===== src/rtl/dm_ctrl_pkg.sv =====
// Shared encodings for the data-memory access controller.
//   - cpu_op encodings for loads and stores
//   - FSM state encoding
//   - exception codes reported on exc_code
//   - access-size decode helper
package dm_ctrl_pkg;

    // Load encodings
    localparam logic [2:0] OP_LW  = 3'b000;
    localparam logic [2:0] OP_LB  = 3'b001;
    localparam logic [2:0] OP_LBU = 3'b010;
    localparam logic [2:0] OP_LH  = 3'b011;
    localparam logic [2:0] OP_LHU = 3'b100;

    // Store encodings
    localparam logic [2:0] OP_SW  = 3'b000;
    localparam logic [2:0] OP_SB  = 3'b001;
    localparam logic [2:0] OP_SH  = 3'b011;

    // Exception codes
    localparam logic [1:0] EXC_NONE = 2'b00;
    localparam logic [1:0] EXC_ADEL = 2'b01;
    localparam logic [1:0] EXC_ADES = 2'b10;
    localparam logic [1:0] EXC_BUS  = 2'b11;

    typedef enum logic [1:0] {
        ST_IDLE   = 2'b00,
        ST_ACCESS = 2'b01,
        ST_DONE   = 2'b10
    } state_e;

    typedef enum logic [1:0] {
        SZ_WORD = 2'b00,
        SZ_HALF = 2'b01,
        SZ_BYTE = 2'b10
    } size_e;

    // Unlisted encodings fall back to a full word access.
    function automatic size_e op_size(input logic we, input logic [2:0] op);
        size_e sz;
        sz = SZ_WORD;
        if (we) begin
            case (op)
                OP_SB:   sz = SZ_BYTE;
                OP_SH:   sz = SZ_HALF;
                default: sz = SZ_WORD;
            endcase
        end else begin
            case (op)
                OP_LB, OP_LBU: sz = SZ_BYTE;
                OP_LH, OP_LHU: sz = SZ_HALF;
                default:       sz = SZ_WORD;
            endcase
        end
        return sz;
    endfunction

endpackage


===== src/rtl/dm_access_ctrl_load_extend.sv =====
// load_extend: selects the addressed byte/halfword of a memory word and
// sign- or zero-extends it according to the load opcode.
//   word   - 32-bit word read from memory
//   lane   - byte address bits [1:0] of the load
//   op     - load opcode (lb/lh sign-extend, lbu/lhu zero-extend, else word)
//   result - extended 32-bit load value
module load_extend
    import dm_ctrl_pkg::*;
(
    input  logic [31:0] word,
    input  logic [1:0]  lane,
    input  logic [2:0]  op,
    output logic [31:0] result
);

    logic signed [7:0]  byte_sel;
    logic signed [15:0] half_sel;

    always_comb begin
        case (lane)
            2'd0:    byte_sel = word[7:0];
            2'd1:    byte_sel = word[15:8];
            2'd2:    byte_sel = word[23:16];
            default: byte_sel = word[31:24];
        endcase
        half_sel = lane[1] ? word[31:16] : word[15:0];
    end

    always_comb begin
        case (op)
            OP_LB:   result = 32'(byte_sel);
            OP_LBU:  result = {24'd0, byte_sel};
            OP_LH:   result = 32'(half_sel);
            OP_LHU:  result = {16'd0, half_sel};
            default: result = word;
        endcase
    end

endmodule


===== src/rtl/dm_access_ctrl.sv =====
// dm_access_ctrl: MEM-stage data-memory access controller.
// Accepts one load/store from the pipeline, checks alignment, drives a
// request/acknowledge memory port with byte enables and lane-replicated
// store data, extends load data, and reports a one-cycle completion with
// an exception code (misaligned load/store or bus timeout).
//   clk, reset                       - clock, async active-low reset
//   cpu_req/we/op/addr/wdata         - access from the pipeline
//   stall                            - freeze pipeline while access pending
//   ld_data, exc_code, done          - completion results
//   dm_req/we/be/addr/wdata          - memory request port
//   dm_ack, dm_rdata                 - memory response
module dm_access_ctrl
    import dm_ctrl_pkg::*;
#(
    parameter int TIMEOUT = 64
)(
    input  logic        clk,
    input  logic        reset,
    input  logic        cpu_req,
    input  logic        cpu_we,
    input  logic [2:0]  cpu_op,
    input  logic [31:0] cpu_addr,
    input  logic [31:0] cpu_wdata,
    output logic        stall,
    output logic [31:0] ld_data,
    output logic [1:0]  exc_code,
    output logic        done,
    output logic        dm_req,
    output logic        dm_we,
    output logic [3:0]  dm_be,
    output logic [31:0] dm_addr,
    output logic [31:0] dm_wdata,
    input  logic        dm_ack,
    input  logic [31:0] dm_rdata
);

    localparam logic [7:0] CNT_LAST = 8'(TIMEOUT - 1);

    state_e      state, state_nx;
    logic [7:0]  cnt;
    logic [2:0]  op_q;
    logic [1:0]  lane_q;
    size_e       sz;
    logic        aligned;
    logic [3:0]  be_c;
    logic [31:0] wdata_c;
    logic [31:0] ext_data;
    logic        timeout_hit;

    always_comb begin
        sz      = op_size(cpu_we, cpu_op);
        aligned = 1'b1;
        be_c    = 4'b1111;
        wdata_c = cpu_wdata;
        case (sz)
            SZ_HALF: begin
                aligned = ~cpu_addr[0];
                be_c    = cpu_addr[1] ? 4'b1100 : 4'b0011;
                wdata_c = {2{cpu_wdata[15:0]}};
            end
            SZ_BYTE: begin
                be_c    = 4'b0001 << cpu_addr[1:0];
                wdata_c = {4{cpu_wdata[7:0]}};
            end
            default: begin
                aligned = (cpu_addr[1:0] == 2'b00);
            end
        endcase
    end

    load_extend u_load_extend (
        .word   (dm_rdata),
        .lane   (lane_q),
        .op     (op_q),
        .result (ext_data)
    );

    // An ack in the last allowed cycle wins over the timeout (ack is tested first).
    assign timeout_hit = (cnt == CNT_LAST);

    assign stall = ((state == ST_IDLE) && cpu_req) || (state == ST_ACCESS);

    always_ff @(posedge clk or negedge reset) begin
        if (!reset) state <= ST_IDLE;
        else        state <= state_nx;
    end

    always_comb begin
        state_nx = state;
        case (state)
            ST_IDLE: begin
                if (cpu_req) state_nx = aligned ? ST_ACCESS : ST_DONE;
            end
            ST_ACCESS: begin
                if (dm_ack || timeout_hit) state_nx = ST_DONE;
            end
            default: state_nx = ST_IDLE;
        endcase
    end

    always_ff @(posedge clk or negedge reset) begin
        if (!reset) begin
            cnt      <= 8'd0;
            op_q     <= 3'd0;
            lane_q   <= 2'd0;
            dm_req   <= 1'b0;
            dm_we    <= 1'b0;
            dm_be    <= 4'b0000;
            dm_addr  <= 32'd0;
            dm_wdata <= 32'd0;
            ld_data  <= 32'd0;
            exc_code <= EXC_NONE;
            done     <= 1'b0;
        end else begin
            done <= 1'b0;
            case (state)
                ST_IDLE: begin
                    if (cpu_req) begin
                        if (aligned) begin
                            dm_req   <= 1'b1;
                            dm_we    <= cpu_we;
                            dm_addr  <= {cpu_addr[31:2], 2'b00};
                            dm_be    <= be_c;
                            dm_wdata <= wdata_c;
                            op_q     <= cpu_op;
                            lane_q   <= cpu_addr[1:0];
                            cnt      <= 8'd0;
                        end else begin
                            exc_code <= cpu_we ? EXC_ADES : EXC_ADEL;
                            done     <= 1'b1;
                        end
                    end
                end
                ST_ACCESS: begin
                    if (dm_ack) begin
                        dm_req   <= 1'b0;
                        done     <= 1'b1;
                        exc_code <= EXC_NONE;
                        if (!dm_we) ld_data <= ext_data;
                    end else if (timeout_hit) begin
                        dm_req   <= 1'b0;
                        done     <= 1'b1;
                        exc_code <= EXC_BUS;
                        ld_data  <= 32'd0;
                    end else begin
                        cnt <= cnt + 8'd1;
                    end
                end
                default: ;
            endcase
        end
    end

endmodule

===== config.mk =====
export PLATFORM = sky130hd
export DESIGN_NAME = dm_access_ctrl
export DESIGN_NICKNAME = d
export VERILOG_FILES = /design/src/rtl/dm_ctrl_pkg.sv /design/src/rtl/dm_access_ctrl_load_extend.sv /design/src/rtl/dm_access_ctrl.sv
export SDC_FILE = /design/constraint.sdc
export NUM_CORES = 1
export LEC_CHECK = 0
export CORE_MARGIN = 3
export CORE_UTILIZATION = 47
export CTS_BUF_LIST = sky130_fd_sc_hd__clkbuf_8
export DETAILED_ROUTE_END_ITERATION = 16
export PLACE_DENSITY = 0.84
export RECOVER_POWER = 25
export SLEW_MARGIN = 20
export SYNTH_ARGS = -nofsm -noshare
export SYNTH_HDL_FRONTEND = slang
export SYNTH_SLANG_ARGS = --single-unit

===== constraint.sdc =====
create_clock -name clk -period 1.8 [get_ports clk]
set_input_delay 0.18 -clock clk [delete_from_list [all_inputs] [get_ports clk]]
set_output_delay 0.18 -clock clk [all_outputs]
set_load 0.005 [all_outputs]

# Word level (Yosys, flattened, before mapping)
# Index checks and enable logic that the tools add are counted.
dict set report totals {
  ff_bits 118
  latch_bits 0
  ramBits 0
  rom_bits 0
  elab_cells 91
  memories 0
}
dict set report classes {
  addsub 1
  multipliers 0
  div_mod_pow 0
  magnitude_cmp 0
  eq_ne 22
  shift 1
  n_mux 38
  bitwise 1
  reduce_logical 16
}
# operator count
set ops {}
lappend ops {{one-hot mux 32 bit (4 select lines)} 1}
lappend ops {{two-way mux 32 bit} 3}
lappend ops {{one-hot mux 32 bit (2 select lines)} 1}
lappend ops {{two-way mux 8 bit} 4}
lappend ops {{one-hot mux 8 bit (3 select lines)} 1}
lappend ops {{two-way mux 2 bit} 9}
lappend ops {{two-way mux 16 bit} 1}
lappend ops {{one-hot mux 2 bit (2 select lines)} 4}
lappend ops {{one-hot mux 8 bit (2 select lines)} 1}
lappend ops {{== test 3 x 2 -> 1 bit (second input constant)} 4}
lappend ops {{!= test 2 bit (second input constant)} 6}
lappend ops {{adder 8 x 1 -> 8 bit (second input constant)} 1}
lappend ops {{== test 8 x 6 -> 1 bit (second input constant)} 1}
lappend ops {{two-way mux 1 bit} 8}
lappend ops {{one-hot mux 4 bit (2 select lines)} 1}
lappend ops {{AND reduction 4 bit} 2}
lappend ops {{== test 2 x 1 -> 1 bit (second input constant)} 3}
lappend ops {{== test 3 x 1 -> 1 bit (second input constant)} 2}
lappend ops {{== test 3 bit (second input constant)} 2}
lappend ops {{logical NOT 2 bit} 3}
lappend ops {{one-hot mux 1 bit (2 select lines)} 3}
lappend ops {{AND reduction 3 bit} 2}
lappend ops {{AND reduction 5 bit} 1}
lappend ops {{== test 2 bit (second input constant)} 2}
lappend ops {{10 further kinds} 13}

# Longest topological paths before layout
dict set report logic_depth {
  depth_word 9
  ltp_mapped 13
  ltp_nobuf 10
}

# Hierarchy
# From an unflattened synthesis, not the netlist that was laid out.
dict set report hier_totals {
  hier_cells 589
  hier_area_um2 6222.2
}
# module n_inst cells_each area_each_um2 seq_area_each_um2
set by_module_without_submodules {}
lappend by_module_without_submodules {dm_access_ctrl 1 407 4946.0 2952.8}
lappend by_module_without_submodules {load_extend 1 182 1276.2 0.0}

# Worst setup path after synthesis
# OpenSTA, ideal clock, no wires.
dict set report synth_timing {
  kind {input -> register}
  from {input port cpu_op[0]}
  to {register dm_wdata[17]}
  setup_time_ns 0.126
  t_arrival_ns 1.981
  path_slack_ns -0.307
  path_stages 12
  path_buffers 2
  cell_sequence {nor2_1 > mux2i_1 > nor2_1 > inv_1 > ha_1 > buf_4 > and2_4 > o32ai_4 > nand2_2 > clkbuf_1 > a221oi_1 > nor2_1}
}
dict set report synth_via {
  elab_chain_cells 7
  word_cells_on_any_way 14
  cone_classes {6 x eq/ne; 5 x mux; 3 x reduce/logical}
}
# item line_no
set synth_rtl {}
lappend synth_rtl {{start, declared} dm_access_ctrl.sv:21} ;# input logic [2:0] cpu_op,
lappend synth_rtl {{== test 3 x 2 -> 1 bit, or another cell as far along} {dm_ctrl_pkg.sv:43, dm_ctrl_pkg.sv:49}}
lappend synth_rtl {{OR reduction 2 bit} dm_ctrl_pkg.sv:49} ;# case (op)
lappend synth_rtl {{one-hot mux 2 bit (2 select lines)} dm_ctrl_pkg.sv:49}
lappend synth_rtl {{two-way mux 2 bit *} dm_ctrl_pkg.sv:42} ;# if (we) begin
lappend synth_rtl {{== test 2 bit / == test 2 x 1 -> 1 bit (equally long branches)} dm_access_ctrl.sv:55} ;# case (sz)
lappend synth_rtl {{one-hot mux 1 bit (2 select lines)} dm_access_ctrl.sv:55}
lappend synth_rtl {{AND reduction 3 bit (no source line)} --}
lappend synth_rtl {{end signal, assigned} dm_access_ctrl.sv:124} ;# dm_wdata <= wdata_c;
lappend synth_rtl {{end, declared} dm_access_ctrl.sv:32} ;# output logic [31:0] dm_wdata,
# Mark *: on every way between the ends. The rest lies on a longest branch, timed or not.
# A chain may end at the register's enable or synchronous reset.

# Final worst setup path
dict set report layout_timing {
  from {input port cpu_op[0]}
  to {register dm_wdata[25]}
}
# The elaborated chain is that of the path after synthesis.

==> results.sh <==
export IMPL_outcome="finished with violations"
export IMPL_violations="setup timing"
export IMPL_cts_htree_levels=4
export IMPL_synth_seq_cells=118
export IMPL_yosysTopAreaCellShare_pct=50.8
export IMPL_insertion_delay_ps=440
export IMPL_fin_skew_ps=9.59
export IMPL_yosys_warnings=0
export IMPL_synth_common_cells="nand2_1, dfrtp_1, nor2_1"
export IMPL_antenna_found_initial=0
export IMPL_drc=0
export IMPL_layout_setup_ws_ps=-93.1
export IMPL_fillCellCount=769
export IMPL_multiInputGateArea_mm2=0.00300
export IMPL_io_buffers=207
export IMPL_syn_area_mm2=0.00582
export IMPL_cpMaxStageDelayCell="o31ai_1"
export IMPL_place_ws_ps=-975
export IMPL_max_freq_ghz=0.528
export IMPL_area_growth_pct=63.0
export IMPL_nNetsFinal=971
export IMPL_timing_slew_headroom_pct=38.6
export IMPL_routed_wl_mm=20.8
export IMPL_startpoint_type="primary input"
export IMPL_gp_congestion=0.922
export IMPL_ys_seq_area_share_pct=50.8
export IMPL_setup_viol=6
export IMPL_cts_root_buf="clkbuf_8"
export IMPL_max_stage_delay_ps=340
export IMPL_async_reset_ff_share_pct=100
export IMPL_drv_cap=0
export IMPL_syn_area_per_cell_um2=9.81
export IMPL_grt_pass1_vias=6144
export IMPL_routed_top_layer="met4"
export IMPL_tns_ps=-193
export IMPL_grt_first_pass_wirelength_mm=30.6
export IMPL_synth_area_leaders="dfrtp_1, nand2_1, nor2_1, a221oi_1, o2bb2ai_1"
export IMPL_initial_core_util_pct=48.2
export IMPL_grt_max_degree=56
export IMPL_grt_ovfl_total=0
export IMPL_die_w_um=117
export IMPL_wl_per_cell_um=19.9
export IMPL_postRouteAntennaNets=0
export IMPL_p_per_area_mw_per_mm2=1550
export IMPL_yosys_cell_types_count=58
export IMPL_gr_usage_all_layers_pct=28.8
export IMPL_p_total_mw=14.7
export IMPL_drt_met1_wl_mm=7.49
export IMPL_end_kind="flip-flop"
export IMPL_pin_count=210
export IMPL_cp_arrival_ps=2220
export IMPL_worstPathRequired_ps=2120
export IMPL_cp_num_buf_inv=4
export IMPL_ir_drop_mv=0.879
export IMPL_syn_inst=593
export IMPL_fin_area_mm2=0.00948
export IMPL_cts_tree="done"
export IMPL_synth_flop_cell="dfrtp_1"
export IMPL_dr_wl_met2_mm=10.7
export IMPL_core_area_mm2=0.0121
export IMPL_cts_made_buffers=17
export IMPL_synth_edf_count=0
export IMPL_drive_above_1_share_pct=23.8
export IMPL_seqCellArea_mm2=0.00295
export IMPL_vias=6045
export IMPL_fin_crit_ps=1890
export IMPL_clk_transition_reported_paths_ps=80
export IMPL_drt_iter0_drc=535
export IMPL_leakagePower_nw=4.13
export IMPL_drt_pass1_iter_count=5
export IMPL_min_path_type="in -> reg"
export IMPL_crit_fanout=8
export IMPL_wl_met3_mm=1.77
export IMPL_worst_pin_slew_ps=921
export IMPL_yosysMostFrequentCell="nand2_1"
export IMPL_holdWs_ps=54.8
export IMPL_routed_via_density=5.78
export IMPL_clockBufferDepth=2
export IMPL_post_dp_cell_area_mm2=0.00858
export IMPL_critPathKind="in -> reg"
export IMPL_rsz0062_at_grt="true"
export IMPL_rows=40
export IMPL_dieHeight_um=117
export IMPL_yosys_area_top_type="dfrtp_1"
export IMPL_timing_final_hold_violations=0
export IMPL_hpwl_mm=13.6
export IMPL_cts_sinks=118
export IMPL_crit_family="compound AO/OA/AOI/OAI gates"
export IMPL_finalCritPeriodShare_pct=105
export IMPL_dieArea_mm2=0.0137
export IMPL_slew_violations=0
export IMPL_n_antenna_cell=0
export IMPL_worstPathCellList="buf_8, nor2_4, buf_6, nand3b_1, o21ai_2, ha_4, and2_4, o32ai_4, nand2_4, buf_12, buf_16, o31ai_1"
[layout by cell type, fill, tap and decap left out, types with 6 or more instances in the layout]
cell               n
a221oi_2           6
o2bb2ai_1         22
buf_12             9
nor2_1            68
mux2i_1           11
o21ai_0           16
clkdlybuf4s50_1  201
o31ai_1            9
a22oi_1            7
nand2_1          137
clkbuf_8          17
clkinv_4           6
a21oi_1           16
dfrtp_1          117
nand2_2           12
o221ai_1           8
buf_4             62
mux4_2             8
o2bb2ai_2         10
inv_1              7
a221oi_1          14
[registers in the layout, summed over array words and instances, names as in the netlist]
name	cells
dm_be	4
dm_req	1
lane_q	2
dm_we	1
cnt	8
exc_code	2
done	1
op_q	3
state	2
dm_wdata	32
dm_addr	30
ld_data	32
[through the flow]
stage / cells / util (%)
after global routing: 1045 / 78.6
final: 1045 / 78.6
after CTS: 1041 / 75.8
after global placement: 1002 / 71.1
after floorplan: 594 / -
after detailed placement: 1002 / 71.1
[report_power, final]
part / total, mW / internal, mW / switching, mW
clock: 2.25 / 1.09 / 1.16
combinational: 7.62 / 4.25 / 3.36
sequential: 4.81 / 3.88 / 0.936
[metal layers]
metal  GRT usage, %  vias to the layer above
met5              0                        -
met2           49.5                      353
met1           33.4                     2972
li1               -                     2645
met3           7.92                       75
met4           13.2                        0
[timing repair]
item / 4_1_cts / 5_1_grt
gates cloned: 3 / 2
hold endpoints to repair: 33 / 0
pin swaps: 5 / 19
gates resized for setup: 31 / 69
endpoints found under the setup margin: 87 / 82
buffers inserted: 3 / 2
hold buffers: 1 / 0
[final cells by class]
class	instances	area share, %
Inverter	9	0.356
Clock buffer	17	2.47
Multi-Input combinational cell	429	31.6
Tap cell	168	2.22
Timing Repair Buffer	289	30.7
Clock inverter	15	1.41
Sequential cell	118	31.2
[cells by family (layout without fill, tap and decap cells)]
logic type / Yosys count / in the layout / synth area share [%]
xor gates and xnor gates: 2 / 2 / 0.430
muxes: 20 / 20 / 5.18
AOI/OAI and AO/OA: 144 / 144 / 20.2
and+or+nand+nor: 258 / 258 / 18.9
DFF: 118 / 118 / 50.8
adders and majority gates: 3 / 3 / 0.645
other: 1 / 2 / 0.0645
buffers and inverters: 47 / 330 / 3.85
[final timing paths]
check,slack [ps],cells past startpoint,from,to
worst max-delay path,-90,12,cpu_op[0],dm_wdata[25]
worst min register to register,480,2,dm_addr[28],dm_addr[28]
worst max register to register,-10,6,state[1],dm_wdata[25]
max in group asynchronous,370,3,reset,dm_addr[27]
worst min-delay path,50,4,cpu_we,dm_we
min in group asynchronous,390,2,reset,exc_code[0]
[worst register-to-register path, cell delays in order, from the launching register on]
cell and delay, ps:
dfrtp_1 410, nand2b_4 200, nor2_1 260, nand2_4 140
buf_12 180, buf_16 150, o31ai_1 340
(Power assumes the default switching activity.)
